### src/rtl/pipeline_hazard_controller.sv
// rtl/pipeline_hazard_controller.sv - stall/flush sequencer for the 5-stage pipeline registers
module pipeline_hazard_controller #(
    parameter int REG_ADDR_WIDTH = 5,
    parameter int MEM_TIMEOUT    = 255,
    parameter int COUNT_WIDTH    = 32
) (
    input  logic                      clock,
    input  logic                      reset,
    input  logic [REG_ADDR_WIDTH-1:0] idRs1Addr,
    input  logic [REG_ADDR_WIDTH-1:0] idRs2Addr,
    input  logic                      idUsesRs1,
    input  logic                      idUsesRs2,
    input  logic [REG_ADDR_WIDTH-1:0] exRdAddr,
    input  logic                      exMemoryReadEnable,
    input  logic                      memBranchTaken,
    input  logic                      memAccessValid,
    input  logic                      dataMemoryReady,
    output logic                      pcStall,
    output logic                      ifIdStall,
    output logic                      ifIdFlush,
    output logic                      idExStall,
    output logic                      idExFlush,
    output logic                      exMemStall,
    output logic                      exMemFlush,
    output logic                      memWbBubble,
    output logic [COUNT_WIDTH-1:0]    stallCount,
    output logic                      memError
);
    localparam int WAIT_WIDTH = $clog2(MEM_TIMEOUT + 1);
    localparam logic [WAIT_WIDTH-1:0] TIMEOUT_VALUE = WAIT_WIDTH'(MEM_TIMEOUT);

    typedef enum logic [1:0] {RUN, MEM_WAIT, HALT} state_t;

    state_t                state;
    state_t                next_state;
    logic [WAIT_WIDTH-1:0] wait_count;
    logic [WAIT_WIDTH-1:0] wait_count_next;
    logic                  mem_error_next;
    logic                  load_use;
    logic                  mem_wait;

    assign load_use = exMemoryReadEnable && (exRdAddr != '0) &&
                      ((idUsesRs1 && (idRs1Addr == exRdAddr)) ||
                       (idUsesRs2 && (idRs2Addr == exRdAddr)));
    assign mem_wait = memAccessValid && !dataMemoryReady;

    always_ff @(posedge clock) begin
        if (reset) begin
            state      <= RUN;
            wait_count <= '0;
            memError   <= 1'b0;
            stallCount <= '0;
        end else begin
            state      <= next_state;
            wait_count <= wait_count_next;
            memError   <= mem_error_next;
            if (pcStall && (stallCount != {COUNT_WIDTH{1'b1}}))
                stallCount <= stallCount + COUNT_WIDTH'(1);
        end
    end

    // wait_count is always 0 in RUN, so the timeout compare can only fire from MEM_WAIT
    always_comb begin
        next_state      = state;
        wait_count_next = wait_count;
        mem_error_next  = memError;
        case (state)
            HALT: begin
                next_state = HALT;
            end
            default: begin
                if (mem_wait) begin
                    if (wait_count == TIMEOUT_VALUE) begin
                        next_state     = HALT;
                        mem_error_next = 1'b1;
                    end else if (state == RUN) begin
                        next_state      = MEM_WAIT;
                        wait_count_next = WAIT_WIDTH'(1);
                    end else begin
                        next_state      = MEM_WAIT;
                        wait_count_next = wait_count + WAIT_WIDTH'(1);
                    end
                end else begin
                    next_state      = RUN;
                    wait_count_next = '0;
                end
            end
        endcase
    end

    always_comb begin
        pcStall     = 1'b0;
        ifIdStall   = 1'b0;
        ifIdFlush   = 1'b0;
        idExStall   = 1'b0;
        idExFlush   = 1'b0;
        exMemStall  = 1'b0;
        exMemFlush  = 1'b0;
        memWbBubble = 1'b0;
        if (!reset) begin
            if ((state == HALT) || mem_wait) begin
                pcStall     = 1'b1;
                ifIdStall   = 1'b1;
                idExStall   = 1'b1;
                exMemStall  = 1'b1;
                memWbBubble = 1'b1;
            end else if (memBranchTaken) begin
                ifIdFlush  = 1'b1;
                idExFlush  = 1'b1;
                exMemFlush = 1'b1;
            end else if (load_use) begin
                pcStall   = 1'b1;
                ifIdStall = 1'b1;
                idExFlush = 1'b1;
            end
        end
    end
endmodule
### config.mk
export PLATFORM = sky130hd
export DESIGN_NAME = pipeline_hazard_controller
export DESIGN_NICKNAME = d
export VERILOG_FILES = /design/src/rtl/pipeline_hazard_controller.sv
export SDC_FILE = /design/constraint.sdc
export NUM_CORES = 1
export LEC_CHECK = 0
export CORE_MARGIN = 2
export CORE_UTILIZATION = 41
export DETAILED_ROUTE_END_ITERATION = 12
export GPL_ROUTABILITY_DRIVEN = 1
export HOLD_SLACK_MARGIN = 0.1
export MAX_ROUTING_LAYER = met4
export PLACE_DENSITY = 0.75
export REMOVE_ABC_BUFFERS = 1
export SLEW_MARGIN = 20
export SYNTH_ARGS = -nofsm -noshare
export SYNTH_HDL_FRONTEND = slang
export SYNTH_SLANG_ARGS = --single-unit
### constraint.sdc
create_clock -name clock -period 2.4 [get_ports clock]
set_input_delay 0.24 -clock clock [delete_from_list [all_inputs] [get_ports clock]]
set_output_delay 0.24 -clock clock [all_outputs]
set_load 0.03 [all_outputs]
Word-level counts from Yosys, hierarchy flattened
Index checks and enable logic that the tools add are counted.
{"block": "totals", "reg_bits": 43}
{"block": "op_classes", "addsub": 2, "n_eq_ne": 6, "n_mux": 18, "n_bitwise": 2, "reduce_logical": 14}
{"operator": "32-bit by 1-bit adder with 32-bit output (second input constant)", "count": 1}
{"operator": "32-bit != test (second input constant)", "count": 1}
{"operator": "8-bit 2-to-1 mux", "count": 3}
{"operator": "1-bit 2-to-1 mux", "count": 12}
{"operator": "5-bit equality test", "count": 2}
{"operator": "8-bit by 1-bit adder with 8-bit output (second input constant)", "count": 1}
{"operator": "8-bit equality test (second input constant)", "count": 1}
{"operator": "1-bit logical AND", "count": 6}
{"operator": "2-bit 2-to-1 mux", "count": 3}
{"operator": "5-bit nonzero test", "count": 1}
{"operator": "3-bit AND reduction", "count": 1}
{"operator": "3-bit OR reduction", "count": 1}
{"operator": "2-bit equality test (second input constant)", "count": 1}
{"operator": "2-bit zero test", "count": 1}
{"operator": "1-bit logical OR", "count": 2}
{"operator": "2-bit != test (second input constant)", "count": 1}
{"operator": "1-bit NOT", "count": 2}
{"operator": "2-bit AND reduction", "count": 1}
{"operator": "1-bit zero test", "count": 1}

Depth between registers and ports, before layout
Gate-level depths: netlist of the first run.
{"block": "logic_depth", "depth_word": 9, "mapped_depth": 9}

Worst setup path before layout of the first run
No wires, ideal clock.
{"block": "synth_path", "path_kind": "input to output", "start": "input port reset", "end": "output port ifIdFlush", "arrival_ns": 2.120, "required_ns": 2.160, "path_slack_ns": 0.040, "cell_stages": 4, "cell_sequence": "clkbuf_1 clkbuf_1 nor4b_1 buf_4"}
{"block": "synth_via", "elab_chain_cells": 1}
{"item": "start, declared", "line": "8", "rtl": "input logic reset,"}
{"item": "1-bit 2-to-1 mux"}
{"item": "end, declared", "line": "20", "rtl": "output logic ifIdFlush,"}
No other way between the ends.

Worst setup path in the final report of the first run
{"block": "layout_path", "start": "input port exRdAddr[2]", "end": "output port pcStall"}
{"block": "layout_via", "elab_chain_cells": 8, "elab_cells_between_ends": 12, "cone_classes": "eq/ne (2); mux (4); reduce/logical (6)"}
{"item": "start, declared", "line": "13", "rtl": "input logic [REG_ADDR_WIDTH-1:0] exRdAddr,"}
{"item": "5-bit equality test, on equally long branches", "line": "43, 44"}
{"item": "1-bit logical AND, on equally long branches", "line": "43, 44"}
{"item": "1-bit logical OR", "line": "43", "rtl": "((idUsesRs1 && (idRs1Addr == exRdAddr)) ||"}
{"item": "1-bit logical AND (*)", "line": "42", "rtl": "assign load_use = exMemoryReadEnable && (exRdAddr != '0) &&"}
{"item": "1-bit 2-to-1 mux (*)", "line": "111", "rtl": "end else if (load_use) begin"}
{"item": "1-bit 2-to-1 mux (*)", "line": "107", "rtl": "end else if (memBranchTaken) begin"}
{"item": "1-bit 2-to-1 mux (*)", "line": "101", "rtl": "if ((state == HALT) || mem_wait) begin"}
{"item": "1-bit 2-to-1 mux (*)", "line": "100", "rtl": "if (!reset) begin"}
{"item": "end, declared", "line": "18", "rtl": "output logic pcStall,"}
Mark *: on every way between the ends. The rest lies on a longest branch, timed or not.

==> reports/metrics.yaml, run 1 <==
cts:
  cts_buffers: 5
  cts_setup_buffers: 0
  path_clk_slew_ns: 0.08
  cts.sinks: 43
  clock_latency_ns: 0.29
  h-tree-depth: 2
  tritoncts: "yes"
  clockBufferDepth: 2
  clockRootBuffer: "clkbuf_8"
synthesis:
  synth_top_family_by_area: "simple AND/OR/NAND/NOR gates"
  ys_top_cells_by_count: "dfxtp_1, a21oi_1, o21ai_0"
  ys.flop_type: "dfxtp_1"
  synth_enable_flop_cells: 0
  synth-xor-area-share_pct: 4.13
  yosys.cell_types.count: 45
  ys_top_cells_by_area: "dfxtp_1, a21oi_1, o21ai_0, o31ai_1, nand3_1"
  synthAdderAreaFrac_pct: 1.07
  synth_area_mm2: 0.00233
  seq_area_frac_synth_pct: 36.9
  synth_area_per_cell_um2: 8.13
  synthMuxAreaShare_pct: 1.39
  yosysTopAreaCell: "dfxtp_1"
  async_reset_ff_share_pct: 0
  yosys.area_share.simple_pct: 31.4
  yosysTopAreaCellShare_pct: 36.9
  syn_inst: 287
  synth-compound-area-share_pct: 20.9
  yosys.cell_count.top_type: "dfxtp_1"
  yosys_warnings: 0
  ys_ff_latch: 43
critical_path:
  slowest_delay_ns: 0.54
  crit_path_end_kind: "output pin"
  slowest_stage: "or4_1"
  critPathArrivalTime_ns: 2.08
  timing_worst_setup_path_type: "in -> out"
  cp_max_fo: 6
  startpoint_type: "input port"
  critPathLaunch: "exRdAddr[2]"
  reg2reg_from: "stallCount[0]$_SDFFE_PP0P_"
  cp.required_ns: 2.16
  path_cells: "clkdlybuf4s50_1, or4_1, o21ai_2, nor3_1, a21oi_2, inv_1, clkdlybuf4s15_2"
min_path:
  hold_path_class: "reg -> reg"
  min_from: "wait_count[6]$_SDFFE_PP0P_"
sta:
  timing.hold.ws_ns: 0.484
  skew_ns: 0.0124
  worst_pin_slew_ns: 0.538
  min_period_over_period_pct: 96.6
  fin_tns_setup_ns: 0
  slew_violations: 0
  relSlewSlack_pct: 63.8
  fmaxAchievable_mhz: 431
  setup-violations-final: 0
  period_minus_slack_ns: 2.32
  final-hold-violation-count: 0
floorplanning:
  io_pins: 64
  core.rowCount: 27
  core-area_mm2: 0.00551
  die_x_um: 79.4
  die_h_um: 79.4
  initial_core_util_pct: 42.4
  die_area_mm2: 0.00631
global_routing:
  grt_max_degree: 49
  grt_pass1_vias: 2179
  grt_use_total_pct: 19.7
  grt_pass1_wl_um: 9910
  grt_overflow_total: 0
  antenna_found_initial: 0
route:
  first_pass_iters: 4
  drc: 0
  wl_um: 6090
  dr_total_vias: 2476
  viasPerCell: 5.72
  drtIter0Drc: 193
  wl_per_cell_um: 14.1
  drtAntennaViolNets: 0
placed_design:
  gp_congestion: 0.845
  dp_hpwl_um: 4460
  port_buffers: 63
power:
  ir_worst_vdd_mv: 0.345
  power_density_mw_per_mm2: 409
  total_leakage_power_nw: 1.05
  power.total_mw: 1.31
outcome:
  status: "finished clean"
final_layout:
  fillers: 497
  area_growth_pct: 36.9
  n_antenna_cell: 0
  drive_above_1_share_pct: 12.5
  post-route-util_pct: 58.0
  nNetsFinal: 385
flow_run:
  max_cap_viol_count: 0
[cell type report]
class	instances	area [µm²]	area share, %
well taps	72	90.1	2.82
repair buffers	80	746	23.4
clock inverters	1	5.00	0.157
clock buffers	7	76.3	2.39
flip-flops and latches	43	861	27.0
multi-input cells	223	1390	43.5
inverters	7	26.3	0.823
[per-stage QoR]
stage	area (µm²)	worst slack, ns	std cells
3_3_place_gp	3090	-0.220	425
5_1_grt	3190	-0.00729	433
6_report	3190	0.0824	433
2_1_floorplan	2260	-0.410	273
3_5_place_dp	3090	-0.273	425
4_1_cts	3180	0.0332	433
[critical path, delay by kind of cell]
| kind | cells | cell delay (ns) |
|---|---|---|
| AND/OR/NAND/NOR | 2 | 0.62 |
| AO/OA/AOI/OAI | 2 | 0.34 |
| buffers and inverters | 3 | 0.88 |
[report_power, final]
| part | switching, mW | leakage [nW] | internal (mW) | total, mW |
|---|---|---|---|---|
| Combinational | 0.0728 | 0.657 | 0.0723 | 0.145 |
| Clock | 0.239 | 0.0422 | 0.205 | 0.443 |
| Sequential | 0.00236 | 0.346 | 0.715 | 0.717 |
[sequential cells by signal (all words and copies together), names as in the netlist]
name / count
state: 2
wait_count: 8
memError: 1
stallCount: 32
[timing repair]
action	in CTS	in global routing
resized for setup	6	3
hold endpoints to repair	0	0
setup endpoints to repair	2	3
hold buffers	0	0
[worst paths after layout]
| check | to | slack (ns) | cells past startpoint |
|---|---|---|---|
| min | wait_count[6]$_SDFFE_PP0P_ | 0.48 | 2 |
| max reg2reg | stallCount[28]$_SDFFE_PP0P_ | 0.17 | 6 |
| min reg2reg | wait_count[6]$_SDFFE_PP0P_ | 0.48 | 2 |
| max | pcStall | 0.08 | 7 |
[routing by layer]
layer / global-route usage [%] / part of all wire (%)
met5: - / 0
met3: 3.62 / 6.9
met4: 5.34 / 0.81
met2: 30.4 / 46
met1: 26.5 / 46
[cell families after synthesis]
group                      Yosys count
and+or+nand+nor                    124
AOI/OAI and AO/OA                   83
DFF                                 43
buffers and inverters               21
xor gates and xnor gates            11
muxes                                3
adders and majority gates            2
[cell usage in the layout, fill, tap and decap left out, drive strengths merged, types with 14 or more instances in the layout]
| cell | count |
|---|---|
| o31ai | 14 |
| nor2 | 16 |
| nand2 | 17 |
| a21oi | 35 |
| buf | 23 |
| dfxtp | 43 |
| o21ai | 22 |
| or4 | 14 |
| clkdlybuf4s50 | 55 |
| or3 | 16 |
| nand3 | 20 |
Note: power is estimated with default switching activity, not from simulation.
==> run 2, diff against run 1 <==
--- a/config.mk
+++ b/config.mk
@@ -6,12 +6,12 @@
 export NUM_CORES = 1
 export LEC_CHECK = 0
 export CORE_MARGIN = 2
-export CORE_UTILIZATION = 41
+export CORE_UTILIZATION = 36
 export DETAILED_ROUTE_END_ITERATION = 12
 export GPL_ROUTABILITY_DRIVEN = 1
 export HOLD_SLACK_MARGIN = 0.1
 export MAX_ROUTING_LAYER = met4
-export PLACE_DENSITY = 0.75
+export PLACE_DENSITY = 0.68
 export REMOVE_ABC_BUFFERS = 1
 export SLEW_MARGIN = 20
 export SYNTH_ARGS = -nofsm -noshare
==> reports/metrics.yaml, run 2 (synthesized netlist as in run 1, its figures left out) <==
outcome:
  status: "finished clean"
floorplanning:
  io_pins: 64  # unchanged
  die_area_mm2: 0.00714  # +13%
  core.rowCount: 29  # +7.4%
  initial_core_util_pct: 36.9  # -5.4 points
  core-area_mm2: 0.00631  # +15%
  die_x_um: 84.5  # +6.4%
  die_h_um: 84.5  # +6.4%
final_layout:
  nNetsFinal: 385  # unchanged
  drive_above_1_share_pct: 12.2  # -0.24 points
  reg.largest.list: "stallCount (32), wait_count (8), state (2)"
  largest_register: "stallCount"
  largest_reg_flops: 32  # unchanged
  mostFrequentLayoutCell: "clkdlybuf4s50_1"
  n_antenna_cell: 0  # unchanged
  fillers: 619  # +25%
  final_cell_mix: "clkdlybuf4s50_1, dfxtp_1, a21oi_1"
  finalInstanceArea_mm2: 0.00321  # +0.43%
  area_growth_pct: 37.5
  multiInputGateArea_mm2: 0.00138  # -0.81%
  seq_area_um2: 861  # unchanged
route:
  wl_met2_um: 2780  # -1.7%
  dr_total_vias: 2483  # +0.28%
  drc: 0  # unchanged
  drtAntennaViolNets: 0  # unchanged
  first_pass_iters: 4  # unchanged
  viasPerCell: 5.68  # -0.64%
  wl_met1_um: 2990  # +7.2%
  top_layer: "met4"
  dr_wl_met3_um: 359  # -15%
  drtIter0Drc: 137  # -29%
  wl_per_cell_um: 14.1  # +0.50%
  wl_um: 6170  # +1.4%
critical_path:
  critPathArrivalTime_ns: 2.07  # about the same
  slowest_stage: "or4_1"
  cp.required_ns: 2.16  # about the same
  timing_worst_setup_path_type: "in -> out"
  r2r_end: "stallCount[30]$_SDFFE_PP0P_"
  reg2reg_from: "stallCount[0]$_SDFFE_PP0P_"
  reg2reg_depth: 7  # +1
  r2r_slack_ns: 0.15  # -0.02 ns
  critPathLaunch: "exRdAddr[2]"
  path_cells: "clkdlybuf4s50_1, or4_1, o21ai_2, nor3_1, a21oi_2, inv_1, clkdlybuf4s15_2"
  startpoint_type: "input port"
  crit_path_end_kind: "output pin"
  slowest_delay_ns: 0.56  # +0.02 ns
  cp_max_fo: 3  # -3
power:
  power_density_mw_per_mm2: 416  # +1.8%
  ir_worst_vdd_mv: 0.244  # -29%
  total_leakage_power_nw: 1.06  # +1.0%
sta:
  slew_violations: 0  # unchanged
  setup-violations-final: 0  # unchanged
  fin_tns_setup_ns: 0  # unchanged
  grt_setup_unrepaired: "false"
  relSlewSlack_pct: 63.6  # -0.14 points
  final-hold-violation-count: 0  # unchanged
  period_minus_slack_ns: 2.31  # -0.00828 ns
  min_period_over_period_pct: 96.2  # -0.34 points
  worst_pin_slew_ns: 0.540  # +0.00202 ns
  skew_ns: 0.00408  # -0.00834 ns
  fmaxAchievable_mhz: 433  # +0.36%
global_routing:
  grt_pass1_vias: 2212  # +1.5%
  grt_overflow_total: 0  # unchanged
  antenna_found_initial: 0  # unchanged
  grt_pass1_wl_um: 10000  # +0.91%
  grt_max_degree: 27  # -45%
  grt_use_total_pct: 17.6  # -2.1 points
cts:
  clockRootBuffer: "clkbuf_8"
  cts_buffers: 5  # unchanged
  clock_latency_ns: 0.30  # about the same
  clockBufferDepth: 2  # unchanged
  path_clk_slew_ns: 0.08  # about the same
  cts_setup_buffers: 0  # unchanged
  cts.sinks: 43  # unchanged
  tritoncts: "yes"
  h-tree-depth: 2  # unchanged
placed_design:
  placed_area_mm2: 0.00311  # +0.61%
  gp_congestion: 0.828  # -2.0%
  port_buffers: 63  # unchanged
  dp_hpwl_um: 4510  # +1.1%
min_path:
  hold_end: "wait_count[7]$_SDFFE_PP0P_"
  min_from: "wait_count[7]$_SDFFE_PP0P_"
  hold_path_class: "reg -> reg"
  min_path_cells: 1  # -1
flow_run:
  max_cap_viol_count: 0  # unchanged
run 2: worst max-delay path, delay by kind of cell:
| family | cells | cell delay, ns |
|---|---|---|
| AOI/OAI and AO/OA | 2 | 0.34 |
| buffers and inverters | 3 | 0.85 |
| and+or+nand+nor | 2 | 0.63 |
run 2: how the worst max path moves through the flow:
stage	end	slack, ns	cells after the start
after floorplan	stallCount[11]$_SDFFE_PP0P_	-0.41	6
final	ifIdStall	0.09	7
after CTS	ifIdStall	0.05	7
after detailed placement	ifIdStall	-0.24	7
after global placement	ifIdStall	-0.21	7
after global routing	pcStall	0.003	7
run 2: where the power goes:
part / switching (mW) / internal, mW
registers: 0.00235 / 0.715
clock network: 0.247 / 0.226
logic: 0.0710 / 0.0731
run 2: what timing repair did:
item | in CTS | in global routing
endpoints found under the setup margin | 2 | 2
hold buffers | 0 | 0
gates resized for setup | 6 | 1
run 2: routing by layer:
layer,vias up,global-route usage (%)
li1,1232,-
met1,1169,22.6
met2,77,26.8
met3,5,4.62
met4,0,5.92
met5,-,-
run 2: stage by stage:
step / total power, mW / worst slack [ns] / instances / util (%) / hold slack [ns]
floorplan: 0.788 / -0.410 / 273 / - / 0.309
detailed placement: 0.878 / -0.240 / 430 / 49.3 / 0.461
global route: 1.39 / 0.00332 / 437 / 50.8 / 0.496
CTS: 1.35 / 0.0509 / 437 / 50.7 / 0.474
global placement: 0.877 / -0.214 / 430 / 49.3 / 0.458
finish: 1.33 / 0.0907 / 437 / 50.8 / 0.471
run 2: final cells by class:
class | instances | area share [%]
clock buffer | 6 | 2.58
clock inverter | 1 | 0.156
inverter | 7 | 0.819
multi-input combinational | 223 | 43.0
sequential | 43 | 26.8
tap | 77 | 3.00
timing repair buffer | 80 | 23.6
==> run 3, diff against run 2 <==
--- a/config.mk
+++ b/config.mk
@@ -5,13 +5,15 @@
 export SDC_FILE = /design/constraint.sdc
 export NUM_CORES = 1
 export LEC_CHECK = 0
+export CELL_PAD_IN_SITES_DETAIL_PLACEMENT = 0
+export CELL_PAD_IN_SITES_GLOBAL_PLACEMENT = 1
 export CORE_MARGIN = 2
-export CORE_UTILIZATION = 36
+export CORE_UTILIZATION = 35
 export DETAILED_ROUTE_END_ITERATION = 12
 export GPL_ROUTABILITY_DRIVEN = 1
 export HOLD_SLACK_MARGIN = 0.1
 export MAX_ROUTING_LAYER = met4
-export PLACE_DENSITY = 0.68
+export PLACE_DENSITY = 0.85
 export REMOVE_ABC_BUFFERS = 1
 export SLEW_MARGIN = 20
 export SYNTH_ARGS = -nofsm -noshare
==> reports/metrics.yaml, run 3 (synthesized netlist as in run 1, its figures left out) <==
critical_path:
  slowest_stage: "or4_1"
  r2r_slack_ns: 0.16  # about the same
  timing_worst_setup_path_type: "in -> out"
  critPathLaunch: "exRdAddr[1]"
  cp.required_ns: 2.16  # about the same
  r2r_end: "stallCount[22]$_SDFFE_PP0P_"
  crit_path_end_kind: "output pin"
  cp_max_fo: 3  # unchanged
  slowest_delay_ns: 0.56  # about the same
  startpoint_type: "input port"
  reg2reg_from: "stallCount[3]$_SDFFE_PP0P_"
  path_cells: "clkdlybuf4s50_1, or4_1, o21ai_2, inv_1, a21oi_1, nor4_1, dlygate4sd2_1"
  reg2reg_depth: 6  # -1
  critPathArrivalTime_ns: 2.08  # about the same
outcome:
  status: "finished clean"
cts:
  cts.sinks: 43  # unchanged
  clock_latency_ns: 0.30  # about the same
  clockRootBuffer: "clkbuf_8"
  tritoncts: "yes"
  holdBufCountCts: 0  # unchanged
  clockBufferDepth: 2  # unchanged
  path_clk_slew_ns: 0.08  # about the same
  cts_buffers: 5  # unchanged
  cts_setup_buffers: 0  # unchanged
  h-tree-depth: 2  # unchanged
min_path:
  min_path_cells: 2  # +1
  hold_path_class: "in -> reg"
  min_from: "reset"
  hold_end: "stallCount[21]$_SDFFE_PP0P_"
global_routing:
  grt_pass1_wl_um: 10200  # +2.1%
  grt_max_degree: 36  # +33%
  grt_overflow_total: 0  # unchanged
  antenna_found_initial: 0  # unchanged
  grt_use_total_pct: 17.2  # -0.37 points
  grt_pass1_vias: 2194  # -0.81%
floorplanning:
  initial_core_util_pct: 36.5  # -0.42 points
  io_pins: 64  # unchanged
  die_x_um: 85.6  # +1.3%
  die_h_um: 85.6  # +1.3%
  core-area_mm2: 0.00639  # +1.1%
  die_area_mm2: 0.00733  # +2.7%
  core.rowCount: 29  # unchanged
flow_run:
  max_cap_viol_count: 0  # unchanged
final_layout:
  drive_above_1_share_pct: 11.3  # -0.93 points
  largest_reg_flops: 32  # unchanged
  nNetsFinal: 387  # +0.52%
  area_growth_pct: 38.4
  reg.largest.list: "stallCount (32), wait_count (8), state (2)"
  largest_register: "stallCount"
  n_antenna_cell: 0  # unchanged
  final_cells: 440  # +0.69%
  final_cell_mix: "clkdlybuf4s50_1, dfxtp_1, a21oi_1"
  mostFrequentLayoutCell: "clkdlybuf4s50_1"
  post-route-util_pct: 50.5  # -0.24 points
sta:
  skew_ns: 0.0106  # +0.00651 ns
  relSlewSlack_pct: 59.1  # -4.6 points
  min_period_over_period_pct: 96.7  # +0.48 points
  setup_ws_ns: 0.0792  # -0.0115 ns
  slew_violations: 0  # unchanged
  worst_pin_slew_ns: 0.608  # +0.0677 ns
  fmaxAchievable_mhz: 431  # -0.50%
  final-hold-violation-count: 0  # unchanged
  period_minus_slack_ns: 2.32  # +0.0115 ns
  grt_setup_unrepaired: "false"
  fin_tns_setup_ns: 0  # unchanged
  setup-violations-final: 0  # unchanged
route:
  first_pass_iters: 4  # unchanged
  drtAntennaViolNets: 0  # unchanged
  dr_total_vias: 2454  # -1.2%
  wl_per_cell_um: 14.1  # -0.41%
  drc: 0  # unchanged
  drtIter0Drc: 97  # -29%
  wl_um: 6190  # +0.28%
  viasPerCell: 5.58  # -1.8%
placed_design:
  dpl.cell_count: 432  # +0.47%
  gp_congestion: 0.819  # -1.1%
  post-place-ws_ns: -0.268  # -0.0282 ns
  dp_hpwl_um: 4530  # +0.45%
  port_buffers: 63  # unchanged
power:
  total_leakage_power_nw: 1.06  # +0.49%
  ir_worst_vdd_mv: 0.235  # -3.3%
  power.total_mw: 1.32  # -1.2%
  power_density_mw_per_mm2: 408  # -1.8%
## run 3: cell types whose count changed in the layout (fill, tap and decap cells not counted)
cell	change
clkbuf_1	+1
clkinvlp_4	+1
buf_4	-5
clkbuf_2	+3
clkdlybuf4s50_1	+4
clkdlybuf4s15_2	-2
dlygate4sd2_1	+1
buf_12	+1
clkbuf_8	-1
## run 3: worst max-delay path by stage
stage,cells past startpoint,end,slack [ns]
floorplan,6,stallCount[11]$_SDFFE_PP0P_,-0.41
global placement,7,ifIdStall,-0.26
detailed placement,7,pcStall,-0.27
CTS,7,pcStall,0.007
global route,7,stallCount[30]$_SDFFE_PP0P_,0.003
finish,7,idExFlush,0.08
## run 3: report_power, final
part	internal (mW)	leakage, nW	switching [mW]	total (mW)
registers	0.715	0.346	0.00226	0.717
logic	0.0722	0.674	0.0704	0.143
clock network	0.204	0.0412	0.255	0.459
## run 3: per-stage QoR
stage | instance area (µm²) | hold slack, ns
finish | 3230 | 0.375
global route | 3230 | 0.413
CTS | 3240 | 0.373
detailed placement | 3150 | 0.465
global placement | 3150 | 0.454
floorplan | 2260 | 0.309
## run 3: cell type report
class,count,area [µm²]
Fill cell,645,3160
Multi-Input combinational cell,223,1380
Sequential cell,43,861
Timing Repair Buffer,82,782
Tap cell,77,96.3
Clock buffer,6,72.6
Inverter,7,26.3
Clock inverter,2,12.5
## run 3: timing repair
action / 4_1_cts / 5_1_grt
resized for setup: 4 / 4
pin swaps: 0 / 1
endpoints found under the setup margin: 3 / 5
## run 3: worst max-delay path, delay by kind of cell
kind	cells	cell delay (ns)
buffers and inverters	3	0.89
and+or+nand+nor	2	0.63
AOI/OAI and AO/OA	2	0.34
## run 3: layer usage
layer  track usage [%]  routed length (µm)  vias to the layer above
li1                  -                   -                     1235
met1              22.5                2980                     1149
met2              26.3                2770                       62
met3              3.75                 369                        8
met4              5.92                  74                        0
met5                 -                   0                        -
